<file path="src/rtl/gate_bist.sv">
// Exhaustive self-checking sweep of a Not/Nand/And/Or/Xor gate bank.
// Optional GATE_BIST_STOP_ON_FAIL_EN ends the sweep on the first failing vector.
module gate_bist #(
  parameter int WIDTH  = 4,
  parameter int SETTLE = 1,
  parameter int CNT_W  = 16
) (
  input  logic             clk,
  input  logic             reset,
  input  logic             start,
  output logic [WIDTH-1:0] a_out,
  output logic [WIDTH-1:0] b_out,
  input  logic [WIDTH-1:0] not_in,
  input  logic [WIDTH-1:0] nand_in,
  input  logic [WIDTH-1:0] and_in,
  input  logic [WIDTH-1:0] or_in,
  input  logic [WIDTH-1:0] xor_in,
  output logic             busy,
  output logic             done,
  output logic             pass,
  output logic [CNT_W-1:0] err_count,
  output logic [WIDTH-1:0] fail_a,
  output logic [WIDTH-1:0] fail_b,
  output logic [4:0]       fail_mask,
  output logic [2:0]       dbgState
);

  typedef enum logic [2:0] {
    IDLE  = 3'd0,
    DRIVE = 3'd1,
    WAIT  = 3'd2,
    CHECK = 3'd3,
    DONE  = 3'd4
  } stateT;

  localparam logic [3:0] SETTLE_LAST = (SETTLE == 0) ? 4'd0 : 4'(SETTLE - 1);

  stateT              state;
  logic [2*WIDTH-1:0] idx;
  logic [3:0]         settleCnt;
  logic [4:0]         mismatch;
  logic               anyMismatch;
  logic               lastVec;

  assign a_out    = idx[WIDTH-1:0];
  assign b_out    = idx[2*WIDTH-1:WIDTH];
  assign dbgState = state;

  // Golden values come from the registered operands, never from the returned results.
  assign mismatch = {xor_in  != (a_out ^ b_out),
                     or_in   != (a_out | b_out),
                     and_in  != (a_out & b_out),
                     nand_in != ~(a_out & b_out),
                     not_in  != ~a_out};
  assign anyMismatch = |mismatch;
  assign lastVec     = &idx;

  always_ff @(posedge clk or posedge reset) begin
    if (reset) begin
      state     <= IDLE;
      idx       <= '0;
      settleCnt <= '0;
      busy      <= 1'b0;
      done      <= 1'b0;
      pass      <= 1'b0;
      err_count <= '0;
      fail_a    <= '0;
      fail_b    <= '0;
      fail_mask <= '0;
    end else begin
      case (state)
        IDLE, DONE: begin
          if (start) begin
            idx       <= '0;
            err_count <= '0;
            fail_a    <= '0;
            fail_b    <= '0;
            fail_mask <= '0;
            pass      <= 1'b0;
            done      <= 1'b0;
            busy      <= 1'b1;
            state     <= DRIVE;
          end
        end
        DRIVE: begin
          settleCnt <= '0;
          state     <= (SETTLE == 0) ? CHECK : WAIT;
        end
        WAIT: begin
          if (settleCnt == SETTLE_LAST) state <= CHECK;
          else settleCnt <= settleCnt + 4'd1;
        end
        CHECK: begin
          if (anyMismatch) begin
            if (err_count == '0) begin
              fail_a    <= a_out;
              fail_b    <= b_out;
              fail_mask <= mismatch;
            end
            if (err_count != '1) err_count <= err_count + 1'b1;
          end
`ifdef GATE_BIST_STOP_ON_FAIL_EN
          if (anyMismatch || lastVec) begin
`else
          if (lastVec) begin
`endif
            // A nonzero count can never return to zero, so this is the final tally.
            pass  <= (err_count == '0) && !anyMismatch;
            done  <= 1'b1;
            busy  <= 1'b0;
            state <= DONE;
          end else begin
            idx   <= idx + 1'b1;
            state <= DRIVE;
          end
        end
        default: state <= IDLE;
      endcase
    end
  end

endmodule

</file>
<file path="config.mk">
export PLATFORM = sky130hd
export DESIGN_NAME = gate_bist
export DESIGN_NICKNAME = d
export VERILOG_FILES = /design/src/rtl/gate_bist.sv
export SDC_FILE = /design/constraint.sdc
export NUM_CORES = 1
export LEC_CHECK = 0
export ABC_AREA = 1
export BUFFER_PORTS_ARGS = -buffer_cell sky130_fd_sc_hd__buf_2
export CORE_ASPECT_RATIO = 0.75
export CORE_MARGIN = 2
export CORE_UTILIZATION = 25
export DETAILED_ROUTE_END_ITERATION = 12
export GPL_TIMING_DRIVEN = 0
export HOLD_SLACK_MARGIN = 0.15
export PLACE_DENSITY = 0.45
export SYNTH_ARGS = -nofsm -noshare
export SYNTH_HDL_FRONTEND = slang
export SYNTH_SLANG_ARGS = --single-unit
</file>
<file path="constraint.sdc">
create_clock -name clk -period 5.1 [get_ports clk]
set_input_delay 0.255 -clock clk [delete_from_list [all_inputs] [get_ports clk]]
set_output_delay 0.255 -clock clk [all_outputs]
set_load 0.01 [all_outputs]
</file>
# [Word-level counts from Yosys, hierarchy flattened]
# Cells that the tools add are included.
[classes] n_eq_ne=18 div_mod_pow=0 n_shift=0 n_mux=32 mul=0 order_cmp=0 n_addsub=3 bitwise=5 n_reduce_logical=16
[op_table] operator="2-to-1 mux 16 bit" count=3
[op_table] operator="one-hot mux 16 bit (2 select lines)" count=1
[op_table] operator="2-to-1 mux 4 bit" count=6
[op_table] operator="one-hot mux 4 bit (2 select lines)" count=3
[op_table] operator="inequality test 4 bit" count=5
[op_table] operator="adder 16 x 1 -> 16 bit (second input constant)" count=1
[op_table] operator="zero test 16 bit" count=1
[op_table] operator="2-to-1 mux 8 bit" count=2
[op_table] operator="inequality test 16 bit (second input constant)" count=1
[op_table] operator="inequality test 2 bit (second input constant)" count=8
[op_table] operator="one-hot mux 8 bit (2 select lines)" count=1
[op_table] operator="2-to-1 mux 5 bit" count=3
[op_table] operator="one-hot mux 3 bit (4 select lines)" count=1
[op_table] operator="one-hot mux 5 bit (2 select lines)" count=1
[op_table] operator="2-to-1 mux 3 bit" count=3
[op_table] operator="adder 8 x 1 -> 8 bit (second input constant)" count=1
[op_table] operator="NOT 4 bit" count=2
[op_table] operator="AND reduction 4 bit" count=2
[op_table] operator="AND reduction 8 bit" count=1
[op_table] operator="== test 3 x 2 -> 1 bit (second input constant)" count=2
[op_table] operator="one-hot mux 1 bit (2 select lines)" count=3
[op_table] operator="AND reduction 3 bit" count=2
[op_table] operator="2-to-1 mux 1 bit" count=5
[op_table] operator="OR reduction 5 bit" count=1
[op_table] operator="13 further kinds" count=15
[word_totals] output_inout_bits=43 memories=0 reg_bits=47 latchBits=0 mem_bits_ro=0 in_bits=23 mem_bits_rw=0 elab_cells=84

# [Logic depth before layout (Yosys ltp)]
# Gate-level depths: netlist of run 1.
[depth] ltp_word=8 depth_mapped=13 depth_no_buf=12

# [Worst setup path after synthesis of run 1]
# OpenSTA, ideal clock, no wires.
[synth_path] path_type="reg-to-reg" startpoint="reg idx[0]" endpoint="reg fail_a[0]" path_buffers=2 required_ps=4983 synth_period_minus_slack_ps=1923 slack_ps=3177 setup_ps=117 arrival_ps=1806 stages_incl_launch_ff=14 cell_sequence="dfrtp_1 > inv_1 > ha_1 > inv_1 > nand2_1 > nand2_1 > nor2_1 > nand2_1 > nor2_2 > nand3_4 > buf_6 > buf_6 > nand4_1 > nand2_1"
[synth_via] elab_chain_len=6 elab_cells_between_ends=16 classes_between="eq/ne (6); mux (3); bitwise (5); reduce/logical (2)"
[synth_rtl] element="from (decl)" line_no="39" text="logic [2*WIDTH-1:0] idx;"
[synth_rtl] element="from (signal assigned)" line_no="113" text="idx <= idx + 1'b1;"
[synth_rtl] element="bitwise AND 4 bit" line_no="52, 53"
[synth_rtl] element="NOT 4 bit" line_no="53" text="nand_in != ~(a_out & b_out),"
[synth_rtl] element="inequality test 4 bit" line_no="53"
[synth_rtl] element="OR reduction 5 bit" line_no="55" text="assign anyMismatch = |mismatch;"
[synth_rtl] element="inequality test 2 bit (no source line)"
[synth_rtl] element="AND reduction 4 bit (no source line)"
[synth_rtl] element="to (signal assigned)" line_no="96" text="fail_a <= a_out;"
[synth_rtl] element="to (decl)" line_no="22" text="output logic [WIDTH-1:0] fail_a,"
# Several ways; a longest one is shown, not always the timed one. The select of a mux whose other input is x is not followed.
# A chain may end at the register's enable or synchronous reset.

# [Worst setup path in the final report of run 1]
[layout_path] startpoint="reg idx[0]" endpoint="reg fail_mask[0]"
[layout_via] elab_chain_len=6 elab_cells_between_ends=16 classes_between="eq/ne (6); mux (3); bitwise (5); reduce/logical (2)"
[layout_rtl] element="bitwise AND 4 bit" line_no="52, 53"
[layout_rtl] element="NOT 4 bit" line_no="53"
[layout_rtl] element="inequality test 4 bit" line_no="53"
[layout_rtl] element="OR reduction 5 bit" line_no="55"
[layout_rtl] element="inequality test 2 bit (no source line)"
[layout_rtl] element="AND reduction 4 bit (no source line)"
[layout_rtl] element="to (signal assigned)" line_no="98" text="fail_mask <= mismatch;"
[layout_rtl] element="to (decl)" line_no="24" text="output logic [4:0] fail_mask,"
# Several ways; a longest one is shown, not always the timed one. The select of a mux whose other input is x is not followed.

==> results by group, run 1 <==
Detailed routing
  – Routed Antenna Nets: 0
  – Met3 WL: about 500 um
  – DR vias: 3129
  – Metal2 WL: between 3 and 4 mm
  – Pre-antenna DRT Iters: 4
  – DRC Markers: 0
  – Initial DRC count: 134
  – Via density per instance: 4.35
  – DRT Wirelength: between 9 and 10 mm
  – Top Layer Used: met4
  – Wl on met1: slightly below 5 mm
  – Routed WL per cell: approximately 13 um

Placed design
  – GP Congestion: roughly 0.82
  – HPWL after detailed placement: roughly 7.1 mm
  – Placed cell area: between 0.003 and 0.004 mm2
  – PortBufs: 65

Clocking
  – H-tree depth: 2
  – CTS tree: done
  – Total CTS buffers: 5
  – Worst-Skew Late Latency: between 0.2 and 0.3 ns
  – Setup bufs post-CTS: 0
  – CTS sink cnt: between 40 and 50
  – Clock buffer depth: 2
  – Reg clk slew, reported paths: around 0.070 ns
  – Root buffer cell: clkbuf_16

Power
  – Pwr Density: 374 mW/mm2
  – Max IR drop VDD: ~0.19 mV
  – Total Power: between 1.5 and 2 mW
  – Pleak: 2.13 nW

Synth
  – Count leader, synth: nand2_1
  – Post-synth EDFFs: 0
  – Synth Flop Type: dfrtp_1
  – Cells after Synth: approximately 470
  – Top cell type's share of synthesized area: 0.362
  – Synth cell count leaders: nand2_1, inv_1, nor2_1, dfrtp_1, nand3_1
  – Post-synthesis sequential element count: 47
  – Syn_nets: roughly 510
  – Biggest area consumer among synthesized cells: dfrtp_1
  – Post-Syn Area: between 0.003 and 0.004 mm2
  – YS warnings: 0
  – Post-synth cell types: 33
  – Syn Area/Cell: ~6.9 um2
  – Sequential-to-total area share from yosys stat: 0.362
  – Main area contributors after synthesis: dfrtp_1, nand2_1, inv_1, nor2_1, nand3_1
  – Synth async-reset ratio: 1.00

Timing
  – Setup TNS Final: 0 ns
  – Final hold violation count: 0
  – Slew Limit Fails: 0
  – Final min period: ~2.2 ns
  – Period utilization: 0.430
  – RSZ-0062 raised after global routing: false
  – Fin Clk Skew: 0.00526 ns
  – Rel. slew slack: 0.612
  – # setup viols final: 0
  – Worst Tran Pin Value: 0.582 ns
  – Final hold slack: ~0.34 ns
  – Peak Freq: around 0.46 GHz

Setup path
  – Worst path slowest cell: dfrtp_1
  – Worst path max stage delay: about 0.52 ns
  – Arr. time, crit path: 2.38 ns
  – Crit-path most repeated cell: nand2_1
  – Critical Path RT: roughly 5.3 ns
  – Crit path cell chain: inv_1 -> ha_1 -> inv_1 -> nand2_1 -> nand2_1 -> nor2_1 -> nand2_1 -> nor2_2 -> nand3_4 -> buf_6 -> buf_6 -> nand4_1 -> nand2_1
  – Crit end category: flip-flop
  – Reg2reg path depth: 13
  – Crit path depth: 13
  – Startpoint Class: flip-flop
  – WP buf/inv: 4
  – Kind of cell adding the most delay to the critical path: simple AND/OR/NAND/NOR gates
  – Max Fanout on Critical Path: 10
  – Critical path type: reg -> reg

Hold path
  – Min-Delay Path Class: in -> reg
  – Hold Path Cell Cnt: 5

Finish
  – Diodes inserted: 0
  – Final instance area: 0.00401 mm2
  – Fill count: approximately 1500
  – Final layout net count: between 500 and 600
  – Synth-to-Final Area Change: 23.4%
  – Final core occ: 0.313
  – Layout cells sized above 1: 0.204

Global routing
  – Total GRT Usage: 0.139
  – Antenna violations before repair: 0
  – Largest net degree at the start of global routing: 37
  – First-pass GRT wire length: 15.0 mm
  – Vias in the first global route: about 2900
  – Congestion Overflow GR: 0

Floorplan
  – IO Pins: 66
  – Initial core utilization: 0.253
  – Die Span X: approximately 140 um
  – Die Y: about 100 um
  – Die Area: 0.0139 mm2
  – Core footprint: 0.0128 mm2
  – FP Rows: 36

Outcome
  – Status: completed

Flow run
  – Max Cap Violations: 0
==> kinds of logic (layout without fill, tap and decap cells) <==
| kind of cell | count (synthesis) | count (layout) | synth area share |
|---|---|---|---|
| xor+xnor | 9 | 9 | 0.0242 |
| flops | 47 | 47 | 0.362 |
| simple gates | 295 | 295 | 0.412 |
| fa+ha+maj | 13 | 13 | 0.0500 |
| compound gates | 32 | 32 | 0.0516 |
| buf+inv | 77 | 152 | 0.100 |
==> worst register-to-register path: stages, from the launching register on <==
cell	delay [ns]
dfrtp_1	0.52
inv_1	0.16
ha_1	0.32
inv_1	0.04
nand2_1	0.05
nand2_1	0.05
nor2_1	0.12
nand2_1	0.11
nor2_2	0.13
nand3_4	0.13
buf_6	0.17
buf_6	0.14
nand4_1	0.09
nand2_1	0.06
==> cell type report <==
cell class,instances,area [um2],area share
Clock buffer,5,125,0.0312
Inverter,64,243,0.0605
Timing Repair Buffer,67,355,0.0886
Buffer,13,82.6,0.0206
Tap cell,171,214,0.0533
Clock inverter,3,67.6,0.0168
Sequential cell,47,1180,0.293
Multi-Input combinational cell,349,1750,0.436
==> power breakdown <==
part	total [mW]	switching [mW]	internal, mW
registers	0.472	0.0547	0.417
clock network	0.435	0.154	0.281
logic	0.595	0.408	0.187
total	1.50	0.617	0.885
==> path summary, 6_finish.rpt <==
check,startpoint,end,slack [ns]
max,idx[0],fail_mask[0],2.90
min,start,dbgState[0],0.34
max reg2reg,idx[0],fail_mask[0],2.90
min reg2reg,fail_a[1],fail_a[1],0.47
max in group asynchronous,reset,idx[4],4.17
min in group asynchronous,reset,err_count[3],0.44
==> cells in the final DEF, fill, tap and decap left out, types with 2 or more instances in the layout <==
cell and instances:
buf_4 2, o21ai_0 15, nand2_1 159, nor3b_1 4, dfrtp_1 47, nand2_4 2
ha_1 13, nand4_1 18, clkbuf_1 5, nand3_1 33, buf_6 3, xor2_1 5
bufinv_16 2, nor2_2 5, nand2_2 4, a21oi_1 13, xnor2_1 4, nor2_1 51
nor2_4 2, buf_2 68, or2_2 2, inv_2 8, clkbuf_16 5, nand3b_1 3
nor3_1 6, nand3_2 3, inv_1 55
==> what timing repair did <==
action | 4_1_cts | 5_1_grt
hold buffers | 1 | 0
hold endpoints to repair | 11 | 0
resized for setup | 0 | 0
==> per-stage QoR <==
step / std cells / setup WS [ns]
global placement: 709 / 2.92
global route: 719 / 2.65
CTS: 719 / 2.92
finish: 719 / 2.90
detailed placement: 710 / 2.93
floorplan: 473 / 3.18
==> sequential cells by signal, indices dropped and copies added (netlist names) <==
name,count
err_count,16
idx,8
fail_mask,5
fail_a,4
fail_b,4
settleCnt,4
dbgState,3
busy,1
done,1
pass,1
==> metal layers <==
metal,global-route usage,up-vias
met3,0.0295,10
li1,-,1635
met5,0,-
met2,0.202,66
met4,0.0329,0
met1,0.209,1418
(Power assumes the default switching activity.)
==> inputs of run 2 (changes only) <==
- PLACE_DENSITY: 0.45 -> 0.46
- clock period: 5.1 -> 1.89 ns (I/O delays scaled with it)
==> results by group, run 2 (same netlist as run 1, synthesis figures left out) <==
Outcome
  – Status: complete, but fails checks
  – Failing checks: negative setup slack

Global routing
  – Vias in the first global route: around 3200
  – Congestion Overflow GR: 0
  – Total GRT Usage: 0.153
  – Antenna violations before repair: 0
  – Largest net degree at the start of global routing: 38
  – First-pass GRT wire length: 16.4 mm

Floorplan
  – Initial core utilization: 0.253
  – IO Pins: between 60 and 70
  – Die Span X: around 140 um
  – FP Rows: 36
  – Core footprint: between 0.01 and 0.015 mm2
  – Die Y: between 100 and 150 um
  – Die Area: 0.0139 mm2

Hold path
  – Hold Startpoint: start
  – Min-Delay Path Class: in -> reg
  – Hold Path Cell Cnt: 4
  – Hold EP: done

Detailed routing
  – Met3 WL: ~450 um
  – Routed WL per cell: roughly 14 um
  – Metal2 WL: between 4 and 5 mm
  – Wl on met1: 5.23 mm
  – DRT Wirelength: 10.3 mm
  – Routed Antenna Nets: 0
  – DRC Markers: 0
  – Pre-antenna DRT Iters: 5
  – DR vias: approximately 3300
  – Top Layer Used: met4
  – Via density per instance: ~4.4
  – Initial DRC count: roughly 170

Timing
  – Fin Clk Skew: around 0.005 ns
  – Slew Limit Fails: 0
  – Worst Tran Pin Value: between 0.5 and 0.6 ns
  – Final min period: 1.92 ns
  – # setup viols final: 14
  – Final hold violation count: 0
  – Period utilization: 1.02
  – RSZ-0062 raised after global routing: true
  – Rel. slew slack: 0.602
  – Final worst slack: -0.0318 ns
  – Peak Freq: roughly 0.52 GHz
  – Setup TNS Final: -0.220 ns

Setup path
  – Startpoint Class: flip-flop
  – Worst reg2reg path startpoint: idx[3]
  – Critical path type: reg -> reg
  – Crit end category: flip-flop
  – Max Fanout on Critical Path: 6
  – Reg2reg path depth: 13
  – Arr. time, crit path: roughly 2.2 ns
  – Flop-to-flop setup slack: -0.03 ns
  – Reg2Reg Capture Point: err_count[2]
  – Critical Path RT: roughly 2.1 ns

Placed design
  – HPWL after detailed placement: roughly 7.3 mm
  – GP Congestion: approximately 0.82
  – PortBufs: 65

Finish
  – Layout cells sized above 1: 0.357
  – Most common cell after layout, fill and taps aside: nand2_1
  – Synth-to-Final Area Change: 44.6%
  – Final core occ: 0.366
  – Most frequent cells in the layout: nand2_1, buf_2, inv_1
  – Largest register FFs: 16
  – Fill count: approximately 1400
  – Final layout net count: ~630
  – Diodes inserted: 0
  – Biggest regs: err_count: 16 flops, idx: 8 flops, fail_mask: 5 flops
  – Register with the most flip-flops: err_count

Clocking
  – H-tree depth: 2
  – Reg clk slew, reported paths: 0.07 ns
  – CTS sink cnt: 47
  – Root buffer cell: clkbuf_16
  – Total CTS buffers: 5
  – CTS tree: done
  – Worst-Skew Late Latency: around 0.30 ns
  – Clock buffer depth: 2

Flow run
  – Max Cap Violations: 0

Power
  – Pwr Density: approximately 1000 mW/mm2
  – Max IR drop VDD: just over 0.6 mV
  – Pleak: 2.42 nW
==> run 2: changes by cell type in the layout (fill, tap and decap cells not counted), sizes merged <==
cell    before  now
buf         74  116
clkbuf      10   11
==> run 2: timing repair <==
action,CTS,global route
pin swaps,29,25
endpoints found under the setup margin,32,38
hold buffers,1,0
setup buffers,26,15
hold endpoints to repair,47,0
gates cloned,1,1
gates resized for setup,45,42
==> run 2: how the worst max path moves through the flow <==
| stage | from | to | slack [ns] | cells past startpoint |
|---|---|---|---|---|
| 4_1_cts | idx[7] | fail_b[1] | -0.03 | 12 |
| 5_1_grt | idx[3] | err_count[0] | -0.14 | 14 |
| 3_3_place_gp | idx[3] | fail_b[2] | -0.37 | 13 |
| 6_report | idx[3] | err_count[2] | -0.03 | 13 |
| 2_1_floorplan | idx[3] | fail_a[0] | 0.006 | 12 |
| 3_5_place_dp | idx[3] | fail_b[1] | -0.38 | 13 |
==> run 2: power breakdown <==
part / switching [mW] / total, mW / internal (mW)
combinational: 1.33 / 2.18 / 0.852
clock: 0.426 / 1.18 / 0.759
sequential: 0.133 / 1.26 / 1.13
total: 1.89 / 4.63 / 2.74
==> run 2: routing by layer <==
| layer | vias to the layer above | global-route usage |
|---|---|---|
| li1 | 1725 | - |
| met1 | 1547 | 0.215 |
| met2 | 61 | 0.242 |
| met3 | 8 | 0.0290 |
| met4 | 0 | 0.0393 |
| met5 | - | 0 |
==> run 2: metrics by stage <==
stage	instances	worst slack (ns)	power, mW	instance area (um2)	hold slack [ns]
finish	762	-0.0318	4.63	4700	0.185
global route	762	-0.142	4.95	4700	0.246
CTS	746	-0.0340	4.30	4390	0.174
detailed placement	710	-0.379	2.92	3810	0.0544
global placement	709	-0.374	2.89	3790	0.458
floorplan	473	0.00595	2.36	3250	0.342
==> run 2: layout make-up <==
cell class                 instances  area, um2  area share
tap                              171        214      0.0455
clock inverter                     3       67.6      0.0144
buffer                            13        105      0.0224
inverter                          64        258      0.0548
sequential                        47       1190       0.252
clock buffer                       5        125      0.0266
multi-input combinational        349       1980       0.422
timing repair buffer             110        764       0.163
==> run 2: critical path: stages, from the launching register on <==
cell       delay, ns
dfrtp_2         0.44
buf_6           0.14
ha_4            0.15
nand2_1         0.05
nand2_1         0.08
nor2_4          0.16
nand2_2         0.09
nor2_4          0.13
nand3_4         0.11
buf_12          0.15
nand2_8         0.09
clkbuf_16       0.15
nand2_1         0.04
nand2_1         0.05
==> inputs of run 3 (changes only) <==
- CELL_PAD_IN_SITES_DETAIL_PLACEMENT: default -> 0
- CELL_PAD_IN_SITES_GLOBAL_PLACEMENT: default -> 1
- PLACE_DENSITY: 0.46 -> 0.6
==> results by group, run 3 (same netlist as run 1, synthesis figures left out) <==
Placed design
  – PortBufs: 65
  – HPWL after detailed placement: 7.26 mm
  – Placed cells: roughly 700
  – Post-placement setup slack: -0.402 ns
  – GP Congestion: between 0.8 and 0.9
  – Placed cell area: roughly 0.0038 mm2

Floorplan
  – Initial core utilization: 0.253
  – Die Area: roughly 0.014 mm2
  – IO Pins: between 60 and 70
  – FP Rows: 36
  – Die Span X: between 100 and 150 um
  – Die Y: between 100 and 150 um
  – Core footprint: approximately 0.013 mm2

Setup path
  – Critical path type: reg -> reg
  – Max Fanout on Critical Path: 5
  – Arr. time, crit path: 2.12 ns
  – Critical Path RT: 2.08 ns
  – Flop-to-flop setup slack: -0.03 ns
  – Crit path from: idx[1]
  – Reg2Reg Capture Point: fail_mask[3]
  – Worst reg2reg path startpoint: idx[1]
  – Crit end category: flip-flop
  – Startpoint Class: flip-flop
  – Reg2reg path depth: 13

Flow run
  – Max Cap Violations: 0

Power
  – Max IR drop VDD: ~0.43 mV
  – Pwr Density: between 900 and 1000 mW/mm2
  – Pleak: 2.37 nW

Global routing
  – Vias in the first global route: 3103
  – Largest net degree at the start of global routing: 39
  – Total GRT Usage: 0.149
  – Congestion Overflow GR: 0
  – First-pass GRT wire length: 16.1 mm
  – Grt met1 use: 0.220
  – Global Route met2 Usage: 0.221
  – Antenna violations before repair: 0
  – Gr busiest metal: met2
  – Met3 Use GR: 0.0315

Hold path
  – Hold Path Cell Cnt: 4
  – Hold Startpoint: start
  – Min-Delay Path Class: in -> reg
  – Hold EP: done

Finish
  – Most frequent cells in the layout: nand2_1, buf_2, inv_1
  – Diodes inserted: 0
  – Layout cells sized above 1: 0.356
  – Final Non-Filler Cells: about 760
  – Final core occ: 0.358
  – Final instance area: roughly 0.0046 mm2
  – Final layout net count: ~630
  – Fill count: ~1400
  – Largest register FFs: 16
  – Most common cell after layout, fill and taps aside: nand2_1
  – Synth-to-Final Area Change: 41.5%
  – Biggest regs: err_count: 16 flops, idx: 8 flops, fail_mask: 5 flops
  – Register with the most flip-flops: err_count

Clocking
  – Worst-Skew Late Latency: approximately 0.3 ns
  – CTS sink cnt: 47
  – Total CTS buffers: 5
  – Clock buffer depth: 2
  – CTS tree: done
  – H-tree depth: 2
  – Reg clk slew, reported paths: 0.07 ns
  – Root buffer cell: clkbuf_16

Timing
  – Peak Freq: 0.520 GHz
  – Rel. slew slack: 0.575
  – # setup viols final: 10
  – Slew Limit Fails: 0
  – Final hold slack: approximately 0.19 ns
  – Fin Clk Skew: around 0.0048 ns
  – Final hold violation count: 0
  – Period utilization: 1.02
  – Worst Tran Pin Value: about 0.64 ns
  – Final worst slack: -0.0343 ns
  – RSZ-0062 raised after global routing: true
  – Final min period: between 1.5 and 2 ns

Detailed routing
  – DR vias: between 3000 and 4000
  – Initial DRC count: around 270
  – DRC Markers: 0
  – Routed WL per cell: 13.4 um
  – DRT Wirelength: ~10 mm
  – Routed Antenna Nets: 0
  – Pre-antenna DRT Iters: 5
  – Via density per instance: around 4.5

Outcome
  – Status: complete, but fails checks
  – Failing checks: negative setup slack
==> run 3: area by class of cell <==
type / instances / area [um2] / share of cell area
well taps: 171 / 214 / 0.0465
multi-input cells: 349 / 1940 / 0.421
clock buffers: 6 / 129 / 0.0280
clock inverters: 2 / 60.1 / 0.0131
repair buffers: 111 / 716 / 0.156
plain buffers: 13 / 96.3 / 0.0209
flip-flops and latches: 47 / 1190 / 0.258
inverters: 64 / 260 / 0.0566
==> run 3: worst max-delay path, stage by stage (launching register included) <==
cell and delay [ns]:
dfrtp_2 0.42, inv_4 0.07, ha_4 0.26, inv_1 0.03, nand2_1 0.04, nand2_1 0.06, nor2_2 0.15, nand2_2 0.10
nor2_4 0.11, nand3_4 0.12, buf_8 0.16, clkbuf_16 0.15, nand4_1 0.08, nand2_1 0.06
==> run 3: worst max path at each step <==
stage,end,slack [ns],cells past startpoint
floorplan,fail_a[0],0.006,12
global placement,fail_a[0],-0.42,13
detailed placement,fail_mask[1],-0.40,13
CTS,fail_mask[1],-0.002,12
global route,fail_b[2],-0.11,13
finish,fail_mask[3],-0.03,13
==> run 3: per-stage QoR <==
| stage | setup TNS, ns | power, mW |
|---|---|---|
| global placement | -16.25 | 2.90 |
| global route | -2.44 | 4.84 |
| floorplan | 0 | 2.36 |
| finish | -0.137 | 4.53 |
| CTS | -0.00219 | 4.33 |
| detailed placement | -9.67 | 2.92 |
==> run 3: per-layer routing <==
layer | part of all wire | up-vias
met5 | 0 | -
met2 | 0.43 | 79
met4 | 0.011 | 0
met3 | 0.061 | 11
met1 | 0.50 | 1584
li1 | - | 1733
==> run 3: where the power goes <==
group          internal (mW)  leakage [nW]  total, mW  switching, mW
combinational          0.786          1.65       2.10           1.31
sequential              1.13         0.625       1.26          0.123
clock                  0.760        0.0911       1.17          0.412
total                   2.68          2.37       4.53           1.85
==> run 3: what timing repair did <==
| action | CTS | global route |
|---|---|---|
| hold buffers | 1 | 0 |
| gates resized for setup | 43 | 33 |
| gates cloned | 0 | 1 |
| endpoints found under the setup margin | 34 | 41 |
| pin swaps | 13 | 31 |
| buffers inserted | 30 | 13 |
| hold endpoints to repair | 47 | 0 |
